===== src/rtl/mem_arb_pkg.sv =====
// Shared encodings for the core/DMA memory arbiter: read-owner tags,
// arbitration states and the default starvation threshold.
package mem_arb_pkg;

  localparam int STARVE_MAX_DEF = 8;
  localparam int CNT_W          = 8;

  typedef enum logic [1:0] {
    OWN_NONE = 2'd0,
    OWN_CORE = 2'd1,
    OWN_DMA  = 2'd2
  } owner_e;

  typedef enum logic {
    S_NORMAL = 1'b0,
    S_FORCE  = 1'b1
  } arb_state_e;

  function automatic logic is_read(input logic [3:0] we);
    return (we == 4'h0);
  endfunction

endpackage


===== src/rtl/arb_starve_counter.sv =====
// Saturating count of consecutive denied DMA cycles; hit flags the edge on
// which the count would reach the threshold, and the count restarts there.
module arb_starve_counter
  import mem_arb_pkg::*;
#(
  parameter int STARVE_MAX = STARVE_MAX_DEF
) (
  input  logic             clk,
  input  logic             rst_n,
  input  logic             inc,
  input  logic             clr,
  output logic [CNT_W-1:0] cnt,
  output logic             hit
);

  localparam logic [CNT_W-1:0] MAX_CNT = CNT_W'(STARVE_MAX);

  logic [CNT_W-1:0] cnt_q;
  logic [CNT_W-1:0] cnt_d;

  always_comb begin
    hit   = inc && (cnt_q == (MAX_CNT - CNT_W'(1)));
    cnt_d = cnt_q;
    if (clr || hit) begin
      cnt_d = '0;
    end else if (inc && (cnt_q != MAX_CNT)) begin
      cnt_d = cnt_q + CNT_W'(1);
    end
  end

  always_ff @(posedge clk or negedge rst_n) begin
    if (!rst_n) begin
      cnt_q <= '0;
    end else begin
      cnt_q <= cnt_d;
    end
  end

  assign cnt = cnt_q;

endmodule


===== src/rtl/mem_arbiter.sv =====
// Two-requester arbiter for a single synchronous-read memory port: the core
// has priority, and a starved DMA stream earns one forced grant.
module mem_arbiter
  import mem_arb_pkg::*;
#(
  parameter int ADDR_W     = 14,
  parameter int STARVE_MAX = STARVE_MAX_DEF
) (
  input  logic              clk,
  input  logic              rst_n,
  input  logic              core_req,
  input  logic [3:0]        core_we,
  input  logic [ADDR_W-1:0] core_addr,
  input  logic [31:0]       core_wdata,
  output logic              core_stall,
  output logic [31:0]       core_rdata,
  output logic              core_rvalid,
  input  logic              dma_valid,
  input  logic [3:0]        dma_we,
  input  logic [ADDR_W-1:0] dma_addr,
  input  logic [31:0]       dma_wdata,
  output logic              dma_ready,
  output logic [31:0]       dma_rdata,
  output logic              dma_rvalid,
  output logic              mem_en,
  output logic [3:0]        mem_we,
  output logic [ADDR_W-1:0] mem_addr,
  output logic [31:0]       mem_wdata,
  input  logic [31:0]       mem_rdata,
  output arb_state_e        dbg_state,
  output logic [CNT_W-1:0]  dbg_starve_cnt
);

  // Handshakes: the core holds core_req/we/addr/wdata stable while
  // core_stall=1; a DMA beat transfers on a cycle with dma_valid && dma_ready
  // and is held stable while dma_valid && !dma_ready.

  arb_state_e       state_q;
  arb_state_e       state_d;
  owner_e           owner_q;
  owner_e           owner_d;
  logic             core_gnt;
  logic             dma_gnt;
  logic             starve_inc;
  logic             starve_clr;
  logic             starve_hit;
  logic [CNT_W-1:0] starve_cnt;

  // Grants are forced off while reset is held so the port stays quiet.
  always_comb begin
    core_gnt = 1'b0;
    dma_gnt  = 1'b0;
    if (rst_n) begin
      if (state_q == S_FORCE) begin
        if (dma_valid) begin
          dma_gnt = 1'b1;
        end else if (core_req) begin
          core_gnt = 1'b1;
        end
      end else begin
        if (core_req) begin
          core_gnt = 1'b1;
        end else if (dma_valid) begin
          dma_gnt = 1'b1;
        end
      end
    end
  end

  assign core_stall = core_req & ~core_gnt;
  assign dma_ready  = dma_gnt;

  always_comb begin
    mem_en    = core_gnt | dma_gnt;
    mem_we    = 4'h0;
    mem_addr  = '0;
    mem_wdata = 32'h0;
    if (core_gnt) begin
      mem_we    = core_we;
      mem_addr  = core_addr;
      mem_wdata = core_wdata;
    end else if (dma_gnt) begin
      mem_we    = dma_we;
      mem_addr  = dma_addr;
      mem_wdata = dma_wdata;
    end
  end

  assign starve_inc = (state_q == S_NORMAL) & dma_valid & ~dma_gnt;
  assign starve_clr = (state_q != S_NORMAL) | ~dma_valid | dma_gnt;

  arb_starve_counter #(
    .STARVE_MAX (STARVE_MAX)
  ) u_starve (
    .clk   (clk),
    .rst_n (rst_n),
    .inc   (starve_inc),
    .clr   (starve_clr),
    .cnt   (starve_cnt),
    .hit   (starve_hit)
  );

  // S_FORCE lasts exactly one cycle: either the DMA beat is taken or the
  // stream went idle, and both cases return to core priority.
  always_comb begin
    state_d = state_q;
    case (state_q)
      S_NORMAL: if (starve_hit) state_d = S_FORCE;
      S_FORCE:  state_d = S_NORMAL;
      default:  state_d = S_NORMAL;
    endcase
  end

  always_comb begin
    owner_d = OWN_NONE;
    if (core_gnt && is_read(core_we)) begin
      owner_d = OWN_CORE;
    end else if (dma_gnt && is_read(dma_we)) begin
      owner_d = OWN_DMA;
    end
  end

  always_ff @(posedge clk or negedge rst_n) begin
    if (!rst_n) begin
      state_q <= S_NORMAL;
      owner_q <= OWN_NONE;
    end else begin
      state_q <= state_d;
      owner_q <= owner_d;
    end
  end

  assign core_rvalid    = (owner_q == OWN_CORE);
  assign dma_rvalid     = (owner_q == OWN_DMA);
  assign core_rdata     = mem_rdata;
  assign dma_rdata      = mem_rdata;
  assign dbg_state      = state_q;
  assign dbg_starve_cnt = starve_cnt;

  a_one_grant: assert property (@(posedge clk) disable iff (!rst_n)
    !(core_gnt && dma_gnt));

  a_force_short: assert property (@(posedge clk) disable iff (!rst_n)
    (state_q == S_FORCE) |=> (state_q == S_NORMAL));

endmodule

===== config.mk =====
export PLATFORM = sky130hd
export DESIGN_NAME = mem_arbiter
export DESIGN_NICKNAME = d
export VERILOG_FILES = /design/src/rtl/mem_arb_pkg.sv /design/src/rtl/arb_starve_counter.sv /design/src/rtl/mem_arbiter.sv
export SDC_FILE = /design/constraint.sdc
export NUM_CORES = 1
export LEC_CHECK = 0
export CAP_MARGIN = 10
export CORE_AREA = 5 5 121 77
export DETAILED_ROUTE_END_ITERATION = 8
export DIE_AREA = 0 0 126 82
export PLACE_DENSITY = 0.81
export SLEW_MARGIN = 0
export SYNTH_ARGS = -nofsm -noshare
export SYNTH_HDL_FRONTEND = slang
export SYNTH_SLANG_ARGS = --single-unit

===== constraint.sdc =====
create_clock -name clk -period 1.57 [get_ports clk]
set_input_delay 0.314 -clock clk [delete_from_list [all_inputs] [get_ports clk]]
set_output_delay 0.314 -clock clk [all_outputs]
set_load 0.03 [all_outputs]

# ---- Yosys cells after proc, flatten, opt, wreduce, memory -nomap -nowiden
# Cells that the tools add are included.
dict set report word_totals {
  register_bits 11
  in_bits 136
  output_inout_bits 128
  elab_cells 46
}
dict set report op_classes {
  add_sub_neg 1
  eq_ne 4
  muxes 20
  n_bitwise 10
  n_reduce_logical 8
}
# operator count
set op_table {}
lappend op_table {{2-to-1 mux 32 bit} 2}
lappend op_table {{2-to-1 mux 14 bit} 2}
lappend op_table {{2-to-1 mux 8 bit} 2}
lappend op_table {{2-to-1 mux 1 bit} 9}
lappend op_table {{adder 8 x 1 -> 8 bit, second input constant} 1}
lappend op_table {{equality test 8 x 3 -> 1 bit, second input constant} 1}
lappend op_table {{zero test 4 bit} 2}
lappend op_table {{2-to-1 mux 4 bit} 2}
lappend op_table {{!= test 8 x 4 -> 1 bit, second input constant} 1}
lappend op_table {{logical AND 1 bit} 4}
lappend op_table {{2-to-1 mux 2 bit} 2}
lappend op_table {{inverter 1 bit} 4}
lappend op_table {{bitwise AND 1 bit} 3}
lappend op_table {{bitwise OR 1 bit} 3}
lappend op_table {{equality test 2 x 1 -> 1 bit, second input constant} 1}
lappend op_table {{equality test 2 bit, second input constant} 1}
lappend op_table {{case mux 1 bit (2 select lines)} 1}
lappend op_table {{nonzero test 2 bit} 1}
lappend op_table {{logical OR 1 bit} 1}

# ---- Longest topological paths before layout
dict set report depth {
  ltp_word 9
  ltp_mapped 5
  ltp_nobuf 5
}

# ---- Cells and area by module
# Synthesis repeated with hierarchy kept, for this count alone.
dict set report unflattened {
  hier_cells 198
  hier_area_um2 1682.9
}
# mod instances cells_per_inst area_per_inst_um2 seq_area_each_um2
set modules_own_cells {}
lappend modules_own_cells {mem_arbiter 1 144 1201.2 75.1}
lappend modules_own_cells {arb_starve_counter 1 54 481.7 200.2}

# ---- Worst setup path after synthesis
# No wires, ideal clock.
dict set report synth_timing {
  path_type {register to output}
  startpoint {register state_q (netlist: dbg_state)}
  endpoint {output mem_addr[10]}
  arrival_time_ns 1.838
  required_time_ns 1.256
  setup_slack_ns -0.582
  stages_incl_launch_ff 5
  path_buffers 1
  cell_sequence {dfrtp_1 > inv_1 > a21oi_1 > clkbuf_1 > a22o_1}
}
dict set report synth_between {
  elab_chain_len 4
}
# item line_no
set synth_rtl {}
lappend synth_rtl {{from (decl)} mem_arbiter.sv:38} ;# arb_state_e state_q;
lappend synth_rtl {{from (signal assigned)} mem_arbiter.sv:128} ;# state_q <= state_d;
lappend synth_rtl {{2-to-1 mux 1 bit} mem_arbiter.sv:54} ;# if (state_q == S_FORCE) begin
lappend synth_rtl {{2-to-1 mux 1 bit} mem_arbiter.sv:53} ;# if (rst_n) begin
lappend synth_rtl {{via dma_ready} mem_arbiter.sv:22} ;# output logic dma_ready,
lappend synth_rtl {{2-to-1 mux 14 bit} mem_arbiter.sv:82} ;# end else if (dma_gnt) begin
lappend synth_rtl {{2-to-1 mux 14 bit} mem_arbiter.sv:78} ;# if (core_gnt) begin
lappend synth_rtl {{to (decl)} mem_arbiter.sv:27} ;# output logic [ADDR_W-1:0] mem_addr,
# The timed path passes the listed nets, and every way through them passes these cells.

# ---- Worst setup path after layout
dict set report layout_timing {
  startpoint {register state_q (netlist: dbg_state)}
  endpoint {output mem_we[0]}
}
dict set report layout_between {
  elab_chain_len 4
}
# item line_no
set layout_rtl {}
lappend layout_rtl {{2-to-1 mux 1 bit} mem_arbiter.sv:54}
lappend layout_rtl {{2-to-1 mux 1 bit} mem_arbiter.sv:53}
lappend layout_rtl {{2-to-1 mux 4 bit} mem_arbiter.sv:82}
lappend layout_rtl {{2-to-1 mux 4 bit (*)} mem_arbiter.sv:78}
lappend layout_rtl {{to (decl)} mem_arbiter.sv:26} ;# output logic [3:0] mem_we,
# Mark *: on every way between the ends. The rest lies on a longest branch, timed or not.

==> impl_metrics.yaml <==
power_and_ir_drop:
  pwr-share-comb_pct: 57.7
  intPower_mw: 1.24
  peakVddDrop_uv: 561
  switching_share_pct: 31.4
  p_seq_share_pct: 16.4
  p_clk_share_pct: 25.9
  powerDensity_nw_per_um2: 475
  power.switching_uw: 566
  p_leak_nw: 1.67
drt:
  finalWirelength_mm: 8.68
  route.vias.total: 1951
  viasPerCell: 4.57
  wl_per_cell_um: 20.3
  drc: 0
  drtIter0Drc: 61
  ant_nets: 0
  dr.pass1.iters: 4
critical_path:
  reg2regPathDepth: 3
  cpMaxStageDelayCell: "dfrtp_2"
  max_stage_delay_ps: 440
  startpoint: "dbg_state"
  critPathMostFrequentCell: "buf_12"
  critPathCapture: "mem_we[0]"
  timing.rr.end: "u_starve.cnt[1]"
  reg2reg_slack_ps: 50
  crit_chain: "inv_2, a21oi_4, buf_12, clkbuf_16, a22o_4, buf_12"
  reg2reg_from: "u_starve.cnt[6]"
  arrival_ps: 1510
  crit_fanout: 10
  startpoint_type: "register"
  crit_required_ps: 1260
  path_class: "register to primary output"
  endpoint_kind: "primary output"
logic_synthesis:
  synth_top_family_by_area: "compound AO/OA/AOI/OAI gates"
  synth_top_area_cell: "buf_4"
  synth_cell_types: 30
  synthAdderAreaFrac_pct: 1.60
  synth-edff-count: 0
  syn_area_um2: 1560
  synth_xor_area_share_pct: 1.68
  syn_nets: 327
  netlist_instances: 189
  synth-simple-area-share_pct: 10.6
  synth_seq_cells: 11
  synth-compound-area-share_pct: 34.3
  ys_async_sr_fraction_pct: 100
  synth_top_area_share_pct: 30.8
  muxShareOfSynthArea_pct: 0
  avgSynthCellArea_um2: 8.26
  synth_common_cells: "64 x buf_4, 50 x a22o_1, 11 x dfrtp_1, 10 x clkbuf_1"
  synth_ff_type: "dfrtp_1"
  ys_seq_area_share_pct: 17.6
  yosysWarnings: 0
  synthTopCellsByArea: "buf_4 31%, a22o_1 28%, dfrtp_1 18%, clkbuf_1 2.4%, a21oi_1 1.6%"
  yosysMostFrequentCell: "buf_4"
sta:
  finalSetupViolCount: 52
  slew_viol_final: 0
  worst_pin_slew_ps: 336
  period_minus_slack_ps: 1820
  rsz0062_at_grt: "true"
  fmax_mhz: 549
  timing.final.ws_setup_ps: -253
  slew_headroom_pct: 77.7
  hold_slack_ps: 65.0
  period_share_pct: 116
  fin_tns_setup_ps: -10980
  finClkSkew_ps: 5.82
  hold_violations: 0
run:
  maxCapViolations: 0
final_layout:
  area_delta_synth_final_pct: 143
  nNetsFinal: 454
  layout-drive-gt1-share_pct: 47.9
  fin_cells: 427
  antenna_cells: 0
floorplan:
  die_y_um: 82
  die_area_um2: 10300
  start_util_pct: 19.0
  rows: 26
  pin_count: 264
  core_area_um2: 8200
  die_w_um: 126
outcome:
  status: "finished with violations"
  violations: "negative setup slack"
cts:
  cts_tree: "done"
  path_clk_slew_ps: 50
  clock-sinks: 11
  cts_made_buffers: 3
  cts_buffer_depth: 2
  clk_latency_ps: 240
  h-tree-depth: 1
  cts_hold_buffers: 0
  cts_root_buf: "clkbuf_16"
grt:
  grt_pass1_wl_mm: 11.8
  grt.total_usage_pct: 14.5
  grt.overflow.total: 0
  first_global_vias: 2096
  grt_start_max_net_pins: 32
  antenna_found_initial: 0
place:
  port_buffers: 167
  gp_congestion: 0.789
  hpwl_mm: 6.46
  dp.cells: 411
  dpl_worst_slack_ps: -503
worst_hold_path:
  hold_class: "primary input to async pin"
power groups by stage:
stage / Combinational (mW) / Sequential [mW] / Clock [mW]
final: 1.04 / 0.295 / 0.468
after global routing: 1.09 / 0.296 / 0.484
after CTS: 1.00 / 0.295 / 0.469
after detailed placement: 0.886 / 0.299 / 0
after global placement: 0.880 / 0.300 / 0
after floorplan: 0.634 / 0.308 / 0
flip-flops by register name, summed over array words and instances, names as in the netlist:
signal and cells:
owner_q 2, dbg_state 1, u_starve.cnt 8
area by class of cell:
| type | instances | area [um2] |
|---|---|---|
| Clock buffer | 4 | 78.8 |
| Multi-Input combinational cell | 100 | 1060 |
| Sequential cell | 11 | 280 |
| Tap cell | 112 | 140 |
| Timing Repair Buffer | 197 | 2230 |
| Fill cell | 767 | 4400 |
| Inverter | 3 | 11.3 |
layer usage:
metal	part of all wire, %	track usage (%)	vias to the layer above	wire (um)
met1	38	16.5	908	3290
met3	8.2	5.26	14	710
met2	53	27.1	137	4570
li1	-	-	892	-
met4	1.2	1.71	0	107
met5	0	0	-	0
placed cells by master, fill, tap and decap left out, drive strengths merged, types with 3 or more instances in the layout:
cell,netlist,final
buf,65,80
or3,3,3
clkdlybuf4s50,0,100
nor3,3,3
inv,3,3
o21ai,3,3
a21oi,6,6
nor2b,3,3
nand3,5,5
nor2,3,3
dfrtp,11,11
dlygate4sd2,0,11
a22o,50,50
clkbuf,10,9
nand2,4,4
how the worst min path moves through the flow:
| stage | from | end | slack, ps | depth (start not counted) |
|---|---|---|---|---|
| finish | rst_n | u_starve.cnt[2] | 60 | 2 |
| global route | rst_n | u_starve.cnt[2] | 90 | 2 |
| CTS | rst_n | u_starve.cnt[2] | 220 | 2 |
| detailed placement | u_starve.cnt[7] | u_starve.cnt[7] | 630 | 2 |
| global placement | u_starve.cnt[7] | u_starve.cnt[7] | 580 | 2 |
| floorplan | rst_n | dbg_state | 20 | 0 |
repair_timing:
| action | in CTS | in global routing |
|---|---|---|
| buffers inserted | 5 | 2 |
| setup endpoints to repair | 69 | 52 |
| resized for setup | 77 | 19 |
| pin swaps | 11 | 3 |
| gates cloned | 2 | 5 |
critical path: cells and delay by family (launching register included):
kind	cells	cell delay [ps]
flops	1	440
compound gates	2	300
buf+inv	4	530
logic make-up (layout without fill, tap and decap cells):
logic type | Yosys count | after routing
AO/OA/AOI/OAI | 65 | 65
XOR/XNOR | 3 | 3
adder cells (fa/ha/maj) | 2 | 2
buffers and inverters | 78 | 204
flip-flops | 11 | 11
AND/OR/NAND/NOR | 30 | 30
metrics by stage:
| step | utilization, % | area [um2] | power, mW |
|---|---|---|---|
| final | 46.3 | 3790 | 1.80 |
| after global routing | 46.3 | 3790 | 1.87 |
| after CTS | 44.2 | 3620 | 1.77 |
| after detailed placement | 38.7 | 3170 | 1.19 |
| after global placement | 38.7 | 3170 | 1.18 |
| after floorplan | - | 1660 | 0.942 |
Power figures use the tool's default switching activity.
